[src/rtl/bcd_sseg_writer.sv]
// Writes a signed BCD field into the seven-segment array, one digit per cycle:
// the sign position first, then the digits from most to least significant.
//
// state | meaning
// IDLE  | ready; latches request on start
// LOAD  | range check and keep-mask build; first (sign) write is issued on exit
// WRITE | one digit write per cycle, most-significant first
// DONE  | one-cycle tick slot (done or err), then back to IDLE
module bcd_sseg_writer #(
  parameter int BCD_N     = 4,
  parameter int SSEG_BITS = 5,
  parameter int SSEG_N    = 20
) (
  input  logic                 clk,
  input  logic                 reset_n,
  input  logic                 start,
  input  logic [SSEG_BITS-1:0] base,
  input  logic                 sign,
  input  logic [4*BCD_N-1:0]   bcd,
  input  logic [BCD_N-1:0]     dp_mask,
  input  logic                 blank_lz,
  output logic                 ready,
  output logic                 done_tick,
  output logic                 err_tick,
  output logic                 wr,
  output logic [SSEG_BITS-1:0] sel,
  output logic                 en,
  output logic                 o_sign,
  output logic                 dp,
  output logic [3:0]           val
);

  localparam int CW = (BCD_N > 1) ? $clog2(BCD_N) : 1;

  typedef enum logic [1:0] {IDLE, LOAD, WRITE, DONE} state_t;

  state_t               state;
  logic [SSEG_BITS-1:0] base_q;
  logic                 sign_q;
  logic [4*BCD_N-1:0]   bcd_q;
  logic [BCD_N-1:0]     dp_q;
  logic                 blank_q;
  logic [BCD_N-1:0]     keep_q;
  logic [CW-1:0]        cnt;
  logic                 last_q;

  logic [SSEG_BITS:0]   field_top;
  logic                 out_of_range;
  logic [BCD_N-1:0]     keep_c;
  logic                 seen;
  logic [3:0]           cur_val;
  logic                 cur_dp;
  logic                 cur_keep;

  always_comb begin
    field_top    = {1'b0, base_q} + (SSEG_BITS+1)'(BCD_N);
    out_of_range = field_top > (SSEG_BITS+1)'(SSEG_N-1);
  end

  // A digit stays lit once anything at or above it is significant.
  always_comb begin
    seen   = ~blank_q;
    keep_c = '0;
    for (int k = BCD_N-1; k >= 0; k--) begin
      seen      = seen | (bcd_q[4*k +: 4] != 4'd0) | dp_q[k];
      keep_c[k] = seen | (k == 0);
    end
  end

  always_comb begin
    cur_val  = 4'd0;
    cur_dp   = 1'b0;
    cur_keep = 1'b0;
    for (int k = 0; k < BCD_N; k++) begin
      if (cnt == CW'(k)) begin
        cur_val  = bcd_q[4*k +: 4];
        cur_dp   = dp_q[k];
        cur_keep = keep_q[k];
      end
    end
  end

  always_ff @(posedge clk or negedge reset_n) begin
    if (!reset_n) begin
      state     <= IDLE;
      ready     <= 1'b1;
      done_tick <= 1'b0;
      err_tick  <= 1'b0;
      wr        <= 1'b0;
      sel       <= '0;
      en        <= 1'b0;
      o_sign    <= 1'b0;
      dp        <= 1'b0;
      val       <= 4'd0;
      base_q    <= '0;
      sign_q    <= 1'b0;
      bcd_q     <= '0;
      dp_q      <= '0;
      blank_q   <= 1'b0;
      keep_q    <= '0;
      cnt       <= '0;
      last_q    <= 1'b0;
    end else begin
      done_tick <= 1'b0;
      err_tick  <= 1'b0;
      case (state)
        IDLE: begin
          if (start) begin
            base_q  <= base;
            sign_q  <= sign;
            bcd_q   <= bcd;
            dp_q    <= dp_mask;
            blank_q <= blank_lz;
            ready   <= 1'b0;
            state   <= LOAD;
          end
        end
        LOAD: begin
          if (out_of_range) begin
            err_tick <= 1'b1;
            state    <= DONE;
          end else begin
            // Sign slot; a zero magnitude never shows a minus.
            keep_q <= keep_c;
            wr     <= 1'b1;
            sel    <= base_q + SSEG_BITS'(BCD_N);
            en     <= sign_q & (|bcd_q);
            o_sign <= 1'b1;
            dp     <= 1'b0;
            val    <= 4'd0;
            cnt    <= CW'(BCD_N-1);
            last_q <= 1'b0;
            state  <= WRITE;
          end
        end
        WRITE: begin
          if (last_q) begin
            wr        <= 1'b0;
            en        <= 1'b0;
            o_sign    <= 1'b0;
            dp        <= 1'b0;
            val       <= 4'd0;
            done_tick <= 1'b1;
            state     <= DONE;
          end else begin
            wr     <= 1'b1;
            sel    <= base_q + SSEG_BITS'(cnt);
            en     <= cur_keep;
            o_sign <= 1'b0;
            dp     <= cur_dp;
            val    <= cur_val;
            if (cnt == '0) last_q <= 1'b1;
            else           cnt    <= cnt - 1'b1;
          end
        end
        DONE: begin
          ready <= 1'b1;
          state <= IDLE;
        end
        default: state <= IDLE;
      endcase
    end
  end

endmodule
[config.mk]
export PLATFORM = sky130hd
export DESIGN_NAME = bcd_sseg_writer
export DESIGN_NICKNAME = d
export VERILOG_FILES = /design/src/rtl/bcd_sseg_writer.sv
export SDC_FILE = /design/constraint.sdc
export NUM_CORES = 1
export LEC_CHECK = 0
export BUFFER_PORTS_ARGS = -buffer_cell sky130_fd_sc_hd__buf_2
export CORE_ASPECT_RATIO = 0.6
export CORE_MARGIN = 4
export CORE_UTILIZATION = 35
export DETAILED_ROUTE_END_ITERATION = 10
export SLEW_MARGIN = 20
export SYNTH_ARGS = -nofsm -noshare
export SYNTH_HDL_FRONTEND = slang
export SYNTH_SLANG_ARGS = --single-unit
export TNS_END_PERCENT = 5
[constraint.sdc]
create_clock -name clk -period 2.52 [get_ports clk]
set_clock_uncertainty 0.2 [all_clocks]
set_input_delay 0.252 -clock clk [delete_from_list [all_inputs] [get_ports clk]]
set_output_delay 0.252 -clock clk [all_outputs]
set_load 0.02 [all_outputs]
-- After elaboration in Yosys (flattened, before gate mapping)
Cells that the tools add are included.
- bits in registers: 52
- bits of input ports: 30
- output and inout port bits: 16
- add/sub/neg operators: 4
- order comparisons: 1
- equality and inequality tests: 11
- mux-type cells: 45
- bitwise logic cells: 9
- reduce and logical (&&, ||, !) cells: 15
- operator list (operator ; count):
    $mux W4 ; 6
    $mux W1 ; 22
    $reduce_or A16 Y1 ; 1
    $pmux W1 S2 ; 6
    $reduce_bool A4 Y1 ; 3
    $mux W2 ; 5
    $mux W5 ; 2
    $ne A2 B2 Y1 const B ; 5
    $pmux W5 S2 ; 1
    $reduce_and A2 Y1 ; 5
    $eq A2 B2 Y1 const B ; 4
    $pmux W2 S4 ; 1
    $pmux W4 S2 ; 1
    $add A5 B3 Y6 const B ; 1
    $gt A6 B5 Y1 const B ; 1
    $or A1 B1 Y1 ; 6
    $add A5 B2 Y5 ; 1
    $add A5 B3 Y5 const B ; 1
    $eq A2 B1 Y1 const B ; 2
    $logic_not A2 Y1 ; 2
    $pmux W2 S2 ; 1
    $reduce_and A4 Y1 ; 1
    $reduce_bool A2 Y1 ; 2
    $reduce_and A3 Y1 ; 1
    other kinds (3) ; 4

-- Longest topological paths before layout
- word-level depth: 7
- gate-level depth with buffers: 8
- mapped depth without buffers: 6

-- Least setup slack after synthesis
Ideal clock, no wire load.
- kind: reg2reg
- from: register base_q[2]
- to: register sel[0]
- library setup time: 125 ps
- arrival: 1566 ps
- path slack: 629 ps
- stages on the path, launching flop included: 7
- buffers on the path: 1
- period minus slack after synthesis: 1891 ps
- cells stage by stage: dfrtp_1 > ha_1 > a31oi_4 > o221ai_4 > nand2b_2 > buf_6 > mux2_4
- longest elaborated chain between the ends: 4
- RTL lines (element ; line ; source):
    start: declaration ; 38 ; logic [SSEG_BITS-1:0] base_q;
    start signal: assignment ; 109 ; base_q <= base;
    $add A5 B3 Y6 ; 56 ; field_top = {1'b0, base_q} + (SSEG_BITS+1)'(BCD_N);
    $gt A6 B5 Y1 ; 57 ; out_of_range = field_top > (SSEG_BITS+1)'(SSEG_N-1);
    $ne A2 B2 Y1 (no source line) ; -- ;
    $reduce_and A3 Y1 (no source line) ; -- ;
    end signal: assignment ; 126 ; sel <= base_q + SSEG_BITS'(BCD_N);
    end signal: assignment ; 147 ; sel <= base_q + SSEG_BITS'(cnt);
    end: declaration ; 26 ; output logic [SSEG_BITS-1:0] sel,
No other way between the ends.
A chain may end at the register's enable or synchronous reset.

-- Worst setup path in the final report
- from: register cnt[0]
- to: register dp
- longest elaborated chain between the ends: 7
- RTL lines (element ; line ; source):
    start: declaration ; 44 ; logic [CW-1:0] cnt;
    start signal: assignment ; 131 ; cnt <= CW'(BCD_N-1);
    start signal: assignment ; 153 ; else cnt <= cnt - 1'b1;
    $logic_not A2 Y1 ; 75 ; if (cnt == CW'(k)) begin
    $mux W1 (3 in a row) ; 75 ;
    $mux W1 * ; 75 ;
    $mux W1 * ; 137 ; if (last_q) begin
    $pmux W1 S2 * ; 106 ; case (state)
    end signal: assignment ; 150 ; dp <= cur_dp;
    end: declaration ; 29 ; output logic dp,
Every way passes the cells marked *; elsewhere a longest branch is shown, timed or not.

==> key figures <==
Floorplan
  – Total core area: roughly 0.0073 mm^2
  – Starting Density: 0.361
  – IO Count: 46
  – Die Span Y: 75.2 um
  – Rows: 24
  – Die Width: 120 um
  – Die ar.: 0.00903 mm^2

Clock network
  – TritonCTS Buffers: 5
  – Cts hold-fix bufs: 27
  – Max Buffers Root-to-Sink: 2
  – H-tree levels: 2
  – Clock root buffer: clkbuf_16
  – CTS resizes: 0
  – Clock sinks: 52
  – CTS tree: done
  – Worst-Skew Late Latency: roughly 290 ps
  – Clk slew on worst S/H paths: 60 ps
  – Setup Fix Bufs, Post-CTS: 0

Cells and area
  – Filler cells: between 600 and 700
  – Sequential Area: roughly 0.0013 mm^2
  – N_diodes: 0
  – Multi-input logic area: 0.00124 mm^2
  – Nets: 337
  – Share of layout cells above drive strength 1: 0.356
  – Area Growth Syn to Fin: 29.6%
  – Finished Layout Cells: 399
  – Post-layout instance area: 0.00342 mm^2

Synth
  – Largest cells by area after synthesis: dfrtp_1, mux2_2, ha_1, a21oi_1, mux2_4
  – Post-Syn Instances: 218
  – Sequential-to-total area share from yosys stat: 0.494
  – Top cell types by occurrence after synthesis: dfrtp_1, mux2_2, a21oi_1, ha_1, inv_1
  – Yosys top cell by area: dfrtp_1
  – Top FF cell, synth: dfrtp_1
  – Synthesized area: 0.00264 mm^2
  – Post-synth EDFFs: 0
  – Cell with the most instances after synthesis: dfrtp_1
  – Syn. warnings: 0
  – Ys async rst share: 1.00
  – Syn avg cell area: 12.1 um^2
  – Yosys reg bits: between 50 and 60
  – Syn_nets: 261
  – Share of Yosys cell area claimed by the top area cell type: 0.484
  – Synth unique cells: 45

Setup path
  – Worst endpoint required time: 2550 ps
  – Critical Path AT: 2230 ps
  – CP max FO: 6
  – Critical Path Source Type: register
  – Crit. End Element: register
  – CP Class: reg2reg

Power and ir drop
  – Power Dens Cells: around 1300 mW/mm^2
  – Total power: 4300 uW
  – VDD IR max: roughly 0.57 mV
  – Lkg Pwr: ~0.0015 uW

Worst hold path
  – Min-delay worst type: in2reg

STA
  – Final worst-path cycle share: 0.870
  – Final Hold Viols: 0
  – Min Clock Period, post-route: 2190 ps
  – Final Max Tran Viols: 0
  – Slew margin rel.: 0.522
  – RSZ-0062 raised after global routing: false
  – Total Neg Setup Slack: 0 ps
  – FMAX: 456 MHz
  – Worst-Margin Slew: 711 ps
  – Finish-stage setup viols: 0

Route
  – Wire per inst: between 15 and 20 um
  – Final ANT Viol Nets: 0
  – Metal2 WL: 2250 um
  – Met3 WL: 295 um
  – Vias/cell: 4.83
  – Top Metal Used: met4
  – Via count: slightly below 2000
  – Final wirelength: 6070 um
  – First DRT Iteration DRCs: 96
  – Drt drc: 0
  – Routed length on met1: 3440 um
  – Pre-Repair DR Iteration Count: 4

Placed design
  – PortBufs: between 40 and 50
  – Final GP Congestion: 0.841
  – Cell Area, Placed: 0.00300 mm^2
  – Cell total after placement: 364
  – Post-DP HPWL: 4580 um

Global routing
  – Tot GR Track Use: 0.146
  – Initial antenna violation count: 0
  – First-pass GRT wire length: 10100 um
  – Vias in the first global route: 1879
  – Grt ovf: 0
  – Largest net degree at the start of global routing: 27

Status
  – Status: complete, no violations

Run
  – Max-cap violations: 0
==> registers in the layout, summed over array words and instances (netlist names), 2 cells and up <==
| name | cells |
|---|---|
| bcd_q | 16 |
| base_q | 5 |
| sel | 5 |
| dp_q | 4 |
| keep_q | 4 |
| val | 4 |
| cnt | 2 |
| state | 2 |
==> final cells by class <==
type                       instances  area share
sequential                        52       0.381
multi-input combinational        146       0.364
timing repair buffer              78       0.162
clock buffer                       8      0.0429
tap                              104      0.0381
inverter                          11      0.0121
==> metrics by stage <==
step	hold WS, ps	utilization	setup slack [ps]
finish	7.43	0.468	328
global route	9.67	0.468	198
CTS	0.483	0.468	363
detailed placement	83.0	0.411	371
global placement	65.5	0.411	379
floorplan	-244	-	629
==> metal layers <==
layer / global-route usage / vias to the layer above
li1: - / 947
met1: 0.233 / 924
met2: 0.182 / 45
met3: 0.0390 / 10
met4: 0.0508 / 0
met5: 0 / -
==> report_power, final <==
| part | leakage, uW | switching, uW | total (uW) | internal (uW) |
|---|---|---|---|---|
| combinational | 0.000846 | 1020 | 2040 | 1020 |
| sequential | 0.000611 | 355 | 1570 | 1210 |
| clock | 0.0000712 | 300 | 697 | 397 |
==> path summary, 6_finish.rpt <==
| path | end | depth (start not counted) | from | slack [ps] |
|---|---|---|---|---|
| worst max register to register | dp | 6 | cnt[0] | 330 |
| min in group asynchronous | err_tick | 2 | reset_n | 290 |
| worst max-delay path | dp | 6 | cnt[0] | 330 |
| worst min register to register | val[2] | 2 | val[2] | 300 |
| worst min-delay path | sign_q | 2 | sign | 7 |
| max in group asynchronous | dp | 3 | reset_n | 1180 |
==> worst max-delay path, stage by stage (launching register included) <==
cell and delay, ps:
dfrtp_1 450, inv_1 130, ha_1 300, nor2b_1 390
a221oi_1 130, o31ai_1 320, a31o_2 200
==> logic make-up after synthesis <==
group                    Yosys count  share of synthesized area
AO/OA/AOI/OAI                     47                      0.135
XOR/XNOR                           2                    0.00665
adder cells (fa/ha/maj)           13                     0.0646
buffers and inverters             20                     0.0342
flip-flops                        52                      0.494
multiplexers                      38                      0.169
AND/OR/NAND/NOR                   46                     0.0959
==> layout by cell type (no fill, tap or decap), types with 3 or more instances in the layout <==
| master | instances |
|---|---|
| o21ai_0 | 5 |
| ha_1 | 12 |
| nand2b_1 | 6 |
| inv_1 | 10 |
| dlygate4sd3_1 | 27 |
| a21oi_1 | 15 |
| clkbuf_16 | 5 |
| mux2_2 | 31 |
| nor2_1 | 7 |
| buf_2 | 45 |
| a221oi_1 | 3 |
| dfrtp_1 | 51 |
| nor4_1 | 5 |
| mux2_4 | 5 |
| nor2b_1 | 8 |
| nand2_1 | 8 |
| a31oi_1 | 5 |
| buf_4 | 5 |
| o31ai_1 | 3 |
| a31o_2 | 3 |
Note: power is estimated with default switching activity, not from simulation.
